[src/rtl/ifetch_stage_pkg.sv]
`default_nettype none
// ============================================================================
// ifetch_stage_pkg: bus widths, reset PC and FSM encodings for the IF stage
// Revision: 1.0
// ============================================================================
package ifetch_stage_pkg;

  localparam int IF_TO_IPD_BUS_WD = 96;
  localparam int ID_TO_IPD_BUS_WD = 33;
  localparam logic [31:0] RESET_PC = 32'h1c00_0000;

  typedef enum logic [1:0] {
    ST_RST   = 2'd0,
    ST_FETCH = 2'd1,
    ST_REDIR = 2'd2
  } if_state_t;

  function automatic logic [31:0] word_align(input logic [31:0] addr);
    return {addr[31:2], 2'b00};
  endfunction

  function automatic logic [31:0] seq_pc(input logic [31:0] pc);
    return pc + 32'd4;
  endfunction

endpackage : ifetch_stage_pkg
`default_nettype wire

[src/rtl/ifetch_stage_perf_cnt.sv]
`default_nettype none
// ============================================================================
// ifetch_perf_cnt: wrapping fire/redirect event counters for the IF stage
// Revision: 1.0
// ============================================================================
module ifetch_perf_cnt (
  input  logic        clk,
  input  logic        reset,
  input  logic        fire,
  input  logic        redirect,
  output logic [31:0] fetch_cnt,
  output logic [31:0] redirect_cnt
);

  always_ff @(posedge clk) begin
    if (!reset) begin
      fetch_cnt    <= 32'd0;
      redirect_cnt <= 32'd0;
    end else begin
      if (fire)     fetch_cnt    <= fetch_cnt + 32'd1;
      if (redirect) redirect_cnt <= redirect_cnt + 32'd1;
    end
  end

endmodule : ifetch_perf_cnt
`default_nettype wire

[src/rtl/ifetch_stage.sv]
`default_nettype none
// ============================================================================
// ifetch_stage: fetch PC, inst RAM read strobe, IF->IPD handshake and redirects
// Counters built only when IFETCH_PERF_CNT_EN is defined. Revision: 1.0
// ============================================================================
module ifetch_stage
  import ifetch_stage_pkg::*;
(
  input  logic                        clk,
  input  logic                        reset,
  input  logic [ID_TO_IPD_BUS_WD-1:0] ID_to_IPD_bus,
  input  logic                        IPD_allow_in,
  output logic                        IF_to_IPD_valid,
  output logic [IF_TO_IPD_BUS_WD-1:0] IF_to_IPD_bus,
  output logic                        inst_ram_en,
  output logic [3:0]                  inst_ram_we,
  output logic [31:0]                 inst_ram_addr,
  output logic [31:0]                 inst_ram_wdata,
  output logic [31:0]                 fetch_cnt,
  output logic [31:0]                 redirect_cnt
);

  if_state_t   state;
  logic [31:0] pc;
  logic        br_taken_cancel;
  logic [31:0] redirect_pc;
  logic        fire;
  logic [1:0]  unused_id_lsbs;

  assign br_taken_cancel = ID_to_IPD_bus[32];
  assign redirect_pc     = word_align(ID_to_IPD_bus[31:0]);
  assign unused_id_lsbs  = ID_to_IPD_bus[1:0];

  // Cancel kills valid combinationally: IPD loads the bus ahead of its own flush.
  assign IF_to_IPD_valid = (state == ST_FETCH) && !br_taken_cancel;
  assign fire            = IF_to_IPD_valid && IPD_allow_in;

  always_ff @(posedge clk) begin
    if (!reset) begin
      state <= ST_RST;
      pc    <= RESET_PC;
    end else begin
      case (state)
        ST_RST:   state <= ST_FETCH;
        ST_FETCH: state <= br_taken_cancel ? ST_REDIR : ST_FETCH;
        ST_REDIR: state <= br_taken_cancel ? ST_REDIR : ST_FETCH;
        default:  state <= ST_RST;
      endcase

      if (br_taken_cancel && (state != ST_RST)) begin
        pc <= redirect_pc;
      end else if (fire) begin
        pc <= seq_pc(pc);
      end
    end
  end

  // RAM is strobed only on fire so read data stays stable across IPD stalls.
  assign inst_ram_en    = fire;
  assign inst_ram_addr  = word_align(pc);
  assign inst_ram_we    = 4'b0000;
  assign inst_ram_wdata = 32'd0;
  assign IF_to_IPD_bus  = {seq_pc(pc), pc, 32'd0};

`ifdef IFETCH_PERF_CNT_EN
  logic redirect_applied;
  assign redirect_applied = br_taken_cancel && (state != ST_RST);

  ifetch_perf_cnt u_perf_cnt (
    .clk          (clk),
    .reset        (reset),
    .fire         (fire),
    .redirect     (redirect_applied),
    .fetch_cnt    (fetch_cnt),
    .redirect_cnt (redirect_cnt)
  );
`else
  assign fetch_cnt    = 32'd0;
  assign redirect_cnt = 32'd0;
`endif

endmodule : ifetch_stage
`default_nettype wire

[config.mk]
export PLATFORM = sky130hd
export DESIGN_NAME = ifetch_stage
export DESIGN_NICKNAME = d
export VERILOG_FILES = /design/src/rtl/ifetch_stage_pkg.sv /design/src/rtl/ifetch_stage_perf_cnt.sv /design/src/rtl/ifetch_stage.sv
export SDC_FILE = /design/constraint.sdc
export NUM_CORES = 1
export LEC_CHECK = 0
export CAP_MARGIN = 20
export CORE_ASPECT_RATIO = 0.75
export CORE_MARGIN = 2
export CORE_UTILIZATION = 31
export DETAILED_ROUTE_END_ITERATION = 8
export GPL_TIMING_DRIVEN = 0
export PLACE_DENSITY_LB_ADDON = 0.1
export SETUP_SLACK_MARGIN = 0.3
export SLEW_MARGIN = 5
export SYNTH_ARGS = -nofsm -noshare
export SYNTH_HDL_FRONTEND = slang
export SYNTH_SLANG_ARGS = --single-unit
[constraint.sdc]
create_clock -name clk -period 2.1 [get_ports clk]
set_input_delay 0.42 -clock clk [delete_from_list [all_inputs] [get_ports clk]]
set_output_delay 0.42 -clock clk [all_outputs]
set_load 0.02 [all_outputs]
# == Word level (Yosys, flattened, before mapping) ==
# Cells that the tools add are included.
# word_totals
word_cells,20
reg_bits,34
input_bits,36
output_inout_bits,230
# op_classes
bitwise,1
n_mux,4
addsub,1
reduce_logical,9
eq_ne,2
# op_table
operator,n
2-to-1 mux 32 bit,2
"adder 32 x 3 -> 32 bit, second input constant",1
case mux 2 bit (2 select lines),1
nonzero test 2 bit,2
OR reduction 2 bit,2
logical AND 1 bit,3
"equality test 2 x 1 -> 1 bit, second input constant",1
"equality test 2 bit, second input constant",1
logical NOT 2 bit,1
2-to-1 mux 2 bit,1
logical NOT 1 bit,1
inverter 1 bit,1

# == Longest topological paths before layout ==
# Gate-level depths: netlist of run 1.
# depth
depth_word,5
mapped_depth,9

# == Worst setup path before layout of run 1 ==
# No wires, ideal clock.
# synth_timing
path_kind,reg2out
start,register pc[11]
end,output port IF_to_IPD_bus[92]
setup_slack_ps,-581
path_buffers,2
path_stages_with_launch,7
t_arrival_ps,2261
cell_sequence,dfxtp_1 buf_4 nand4_2 or4_4 clkbuf_1 nor4_1 xor2_1
# synth_via
elab_chain_len,1
# synth_rtl
element,line,rtl
start: declaration,ifetch_stage.sv:24,logic [31:0] pc;
start signal: assignment,ifetch_stage.sv:51,pc <= redirect_pc;
start signal: assignment,ifetch_stage.sv:53,pc <= seq_pc(pc);
adder 32 x 3 -> 32 bit,ifetch_stage_pkg.sv:23,return pc + 32'd4;
end: declaration,ifetch_stage.sv:14,"output logic [IF_TO_IPD_BUS_WD-1:0] IF_to_IPD_bus,"
# Every way passes these cells.

# == Worst setup path after layout of run 1 ==
# layout_timing
start,register pc[11]
end,output port IF_to_IPD_bus[93]
# Same word-level chain as after synthesis.

==> results of run 1 <==
[critical path, cell delays in order, from the launching register on]
cell	delay [ns]
dfxtp_4	0.34
buf_6	0.10
nand4_4	0.09
or4_4	0.52
or3_4	0.48
nor2_4	0.16
xor2_4	0.15
buf_6	0.13
[flip-flops by register name (all words and copies together) (netlist names)]
signal / flops
pc: 30
state: 2
[power groups by stage]
stage	clock [mW]	sequential, mW	combinational [mW]
after CTS	0.796	0.781	1.43
after detailed placement	0	0.801	1.39
final	0.788	0.782	1.50
after floorplan	0	0.838	0.889
after global routing	0.828	0.794	1.59
after global placement	0	0.795	1.39
[placed cells by master, fill, tap and decap left out, types with 6 or more instances in the layout]
| cell type | count |
|---|---|
| a21oi_1 | 23 |
| buf_4 | 249 |
| buf_6 | 26 |
| clkbuf_16 | 8 |
| clkdlybuf4s50_1 | 52 |
| conb_1 | 138 |
| dfxtp_2 | 14 |
| dfxtp_4 | 17 |
| dlygate4sd2_1 | 28 |
| dlymetal6s2s_1 | 9 |
| inv_1 | 10 |
| nand2_1 | 24 |
| nand4_1 | 6 |
| nor2_1 | 10 |
| nor2_4 | 10 |
| nor4_4 | 8 |
| o21ai_0 | 17 |
| xnor2_1 | 15 |
| xnor2_2 | 13 |
| xor2_2 | 6 |
[timing repair]
action | in CTS | in global routing
cloned | 0 | 0
pin swaps | 32 | 48
hold buffers | 0 | 0
endpoints found under the setup margin | 95 | 60
resized for setup | 274 | 75
setup buffers | 45 | 28
[layout make-up]
class                      instances  share of cell area [%]
inverter                          14                   0.827
buffer                           187                    21.1
tap                              140                    2.52
timing repair buffer             197                    25.7
clock buffer                       8                    2.25
multi-input combinational        364                    37.2
sequential                        32                    10.4
[stage by stage]
step,TNS (ns),cell area [um^2]
2_1_floorplan,-1.53,4350
3_3_place_gp,-22.01,5770
3_5_place_dp,-23.44,5770
4_1_cts,-7.82,6500
5_1_grt,-9.51,6960
6_report,-7.61,6960
[cells by family (layout without fill, tap and decap cells)]
group	after synthesis	in the layout	share of synthesized area (%)
buffers and inverters	201	406	40.6
and+or+nand+nor	115	115	17.2
AOI/OAI and AO/OA	68	68	11.9
xor gates and xnor gates	39	39	9.97
DFF	32	32	18.7
adders and majority gates	4	4	1.46
other	1	138	0.109
[worst min path at each step]
stage / start / to / slack, ns / depth (start not counted)
6_report: pc[9] / pc[9] / 0.53 / 2
2_1_floorplan: pc[9] / pc[9] / 0.52 / 2
3_3_place_gp: pc[9] / pc[9] / 0.51 / 2
4_1_cts: pc[9] / pc[9] / 0.52 / 2
3_5_place_dp: pc[9] / pc[9] / 0.51 / 2
5_1_grt: pc[9] / pc[9] / 0.53 / 2
[per-layer routing]
metal	GRT usage, %	vias up
met5	0	-
met4	2.78	0
met3	4.71	5
met2	33.2	156
met1	25.0	1775
li1	-	1918
==> out/qor.csv, run 1 <==
metric,value,unit
placed_cells,861,
cts_tree,yes,
synth-seq-cells,32,
ios,266,
r2r-start,pc[11],
worst_pin_slew,0.552,ns
port_buffers,124,
vias_per_cell,4.09,
utilization,64.1,%
p_switching,1.18,mW
slew_viol_final,0,
post-route-drc-count,0,
preCtsSetupSlack,-1.05,ns
finalNetCount,841,
swShare,38.4,%
path_max_fanout,4,
rsz0062_at_grt,true,
fp.dieW,125,um
power_frac_seq,25.5,%
htreeDepth,2,
drtPass1Iterations,5,
drive_gt1_share,51.7,%
top_layer,met4,
cts_root_buf,clkbuf_16,
num-fill-cells,985,
synthFlopType,dfxtp_1,
yosys-top-cells-count,"buf_4, nand2_1, dfxtp_1",
power_density,441,mW/mm^2
clkTransAtPathRegs,0.06,ns
max-cap-violations,0,
syn_area_per_cell,7.45,um^2
crit_end,IF_to_IPD_bus[93],
die_h,95.0,um
hold_viol_final,0,
finalWorstSetupSlack,-0.560,ns
routedWlPerCell,13.4,um
grt_overflow_total,0,
finalCritPeriodShare,127,%
grt_pass1_wl,18300,um
critPathCaptureType,primary output,
holdWs,0.526,ns
syn2layout_area_growth,103,%
multiInputGateArea,0.00259,mm^2
yosys-top-cells-area,"buf_4, dfxtp_1, xnor2_1",
synth-async-reset-ratio,0,%
core,0.0109,mm^2
die_area,0.0119,mm^2
cts_sinks,32,
yosysWarnings,0,
cp.required,1.68,ns
period_needed,2.66,ns
drtAntennaViolNets,0,
r2r_end,pc[27],
skew,0.00307,ns
routabilityCongestion,0.785,
max_freq,0.376,GHz
relSlewSlack,63.2,%
status,"complete, but fails checks",
cts_max_path_buffers,2,
antenna_found_initial,0,
synth_edf_count,0,
regArea,722,um^2
synth-seq-area-share,18.7,%
p_total,3.07,mW
synth_top_area_share,37.0,%
clkPwrFrac,25.7,%
cts_buffers,5,
synthCells,460,
wirelength,12600,um
grt_max_degree,11,
reg2reg_depth,16,
p_leak,3.77,nW
worstSkewPairLatency,0.28,ns
drt-initial-drc-count,197,
worstSetupPathType,flip-flop to primary output,
track_usage,19.2,%
place_hpwl,8800,um
combPwrFrac,48.9,%
ir_drop,0.277,mV
initial_core_util,31.5,%
hold_path_class,flip-flop to flip-flop,
stdcell_count,942,
start_kind,flip-flop,
routed-wl-met3,858,um
r2r_slack,-0.51,ns
wl_met1,5370,um
final-setup-viol-count,27,
grt_pass1_vias,3491,
synth_top_area_cell,buf_4,
synth_area,0.00343,mm^2
startpoint,pc[11],
wl_met2,6320,um
p_int,1.89,mW
violations,setup timing,
arrival,2.24,ns
via_count,3854,
antenna_cells,0,
placementRows,33,
ys_types,43,
synth.most_common_cell,buf_4,
No activity file was read; power rests on OpenSTA's default activity.
==> inputs of run 2 (changes only) <==
- SKIP_CTS_REPAIR_TIMING: default -> 1
==> out/qor.csv, run 2 (same netlist as run 1, synthesis figures left out) <==
metric,value,unit
status,"complete, but fails checks",
violations,setup timing,
reg_top3,"pc (30), state (2)",
hold_path_class,primary input to flip-flop,
die_h,95.0,um
r2r_slack,-0.20,ns
finalWorstSetupSlack,-0.664,ns
post-route-drc-count,0,
final-setup-viol-count,23,
placed_cells,861,
critPathMaxStageDelay,0.55,ns
track_usage,17.6,%
drtPass1Iterations,5,
max_freq,0.362,GHz
largest_reg_flops,30,
r2r-start,pc[11],
cts_root_buf,clkbuf_16,
arrival,2.34,ns
p_total,3.06,mW
syn2layout_area_growth,93.3,%
antenna_cells,0,
cp_slowest_cell,or4_4,
fp.dieW,125,um
whs_path_depth,2,
core,0.0109,mm^2
largest_register,pc,
routabilityCongestion,0.785,
worstSkewPairLatency,0.28,ns
drtAntennaViolNets,0,
skew,0.00409,ns
via_count,3677,
finalNetCount,804,
cts_max_path_buffers,2,
max-cap-violations,0,
start_kind,flip-flop,
relSlewSlack,62.6,%
slew_viol_final,0,
ios,266,
worst_pin_slew,0.561,ns
die_area,0.0119,mm^2
cts_sinks,32,
period_needed,2.76,ns
worstHoldEndpoint,state[1],
clkTransAtPathRegs,0.06,ns
placementRows,33,
cp.required,1.68,ns
routedWlPerCell,12.9,um
cts_tree,yes,
final_common_cell,buf_4,
vias_per_cell,4.06,
hold_viol_final,0,
stdcell_count,905,
final_cell_mix,"buf_4, conb_1, clkdlybuf4s50_1",
worstSetupPathType,flip-flop to primary output,
grt_pass1_vias,3224,
hp-start,ID_to_IPD_bus[32],
ir_drop,0.285,mV
finalCritPeriodShare,132,%
r2r_end,pc[29],
reg2reg_depth,6,
path_max_fanout,7,
cp_common_cell,buf_6,
worstPathCellList,"buf_6, nand4_4, or4_4, or3_4, nor2_4, xor2_4, buf_6",
wirelength,11700,um
grt_overflow_total,0,
power_density,463,mW/mm^2
rsz0062_at_grt,true,
drive_gt1_share,47.3,%
grt_max_degree,11,
critPathCaptureType,primary output,
grt_pass1_wl,16800,um
preCtsSetupSlack,-1.05,ns
port_buffers,124,
initial_core_util,31.5,%
antenna_found_initial,0,
drt-initial-drc-count,148,
cts_buffers,5,
p_leak,3.76,nW
place_hpwl,8800,um
htreeDepth,2,
[run 2: cell count changes in the layout (fill, tap and decap cells not counted), moves of 5 or more]
cell	delta
buf_6	-5
dlymetal6s2s_1	+28
buf_4	-40
clkdlybuf4s50_1	+6
dlygate4sd2_1	-28
[run 2: worst max-delay path, delay by kind of cell (launching register included)]
family	cells	cell delay, ns
simple gates	4	1.31
buf+inv	2	0.25
xor+xnor	1	0.15
flops	1	0.35
[run 2: through the flow]
| stage | TNS (ns) | util [%] | hold WS (ns) | instance area, um^2 |
|---|---|---|---|---|
| 2_1_floorplan | -1.53 | - | 0.525 | 4350 |
| 3_3_place_gp | -22.01 | 53.1 | 0.506 | 5770 |
| 3_5_place_dp | -23.44 | 53.1 | 0.512 | 5770 |
| 4_1_cts | -23.59 | 54.6 | 0.522 | 5930 |
| 5_1_grt | -9.07 | 61.0 | 0.535 | 6620 |
| 6_report | -7.42 | 61.0 | 0.515 | 6620 |
[run 2: how the worst max path moves through the flow]
stage | slack [ns] | startpoint | endpoint | depth (start not counted)
after floorplan | -0.27 | pc[16] | IF_to_IPD_bus[95] | 6
after global placement | -1.05 | ID_to_IPD_bus[32] | inst_ram_en | 5
after detailed placement | -1.05 | ID_to_IPD_bus[32] | inst_ram_en | 5
after CTS | -1.14 | pc[16] | IF_to_IPD_bus[95] | 7
after global routing | -0.70 | pc[11] | IF_to_IPD_bus[93] | 7
final | -0.66 | pc[11] | IF_to_IPD_bus[93] | 7
[run 2: cell type report]
| type | count | area, um^2 |
|---|---|---|
| timing repair buffer | 160 | 1600 |
| sequential | 32 | 721 |
| buffer | 187 | 1430 |
| inverter | 14 | 60.1 |
| multi-input combinational | 364 | 2480 |
| tap | 140 | 175 |
| clock buffer | 8 | 156 |
| fill | 996 | 4240 |
[run 2: report_power, final]
part	switching, mW	leakage [nW]	internal (mW)
sequential	0.117	0.278	0.672
clock	0.281	0.0772	0.505
combinational	0.768	3.41	0.720
[run 2: metal layers]
| metal | share of wire (%) | track usage [%] |
|---|---|---|
| met5 | 0 | 0 |
| met2 | 49 | 30.0 |
| met4 | 0.33 | 2.31 |
| met1 | 43 | 23.3 |
| met3 | 6.9 | 4.38 |
==> inputs of run 3 (changes only) <==
- HOLD_SLACK_MARGIN: default -> 0.05
==> results of run 3 <==
No change in the layout: final DEF, timing and power equal those of run 2.
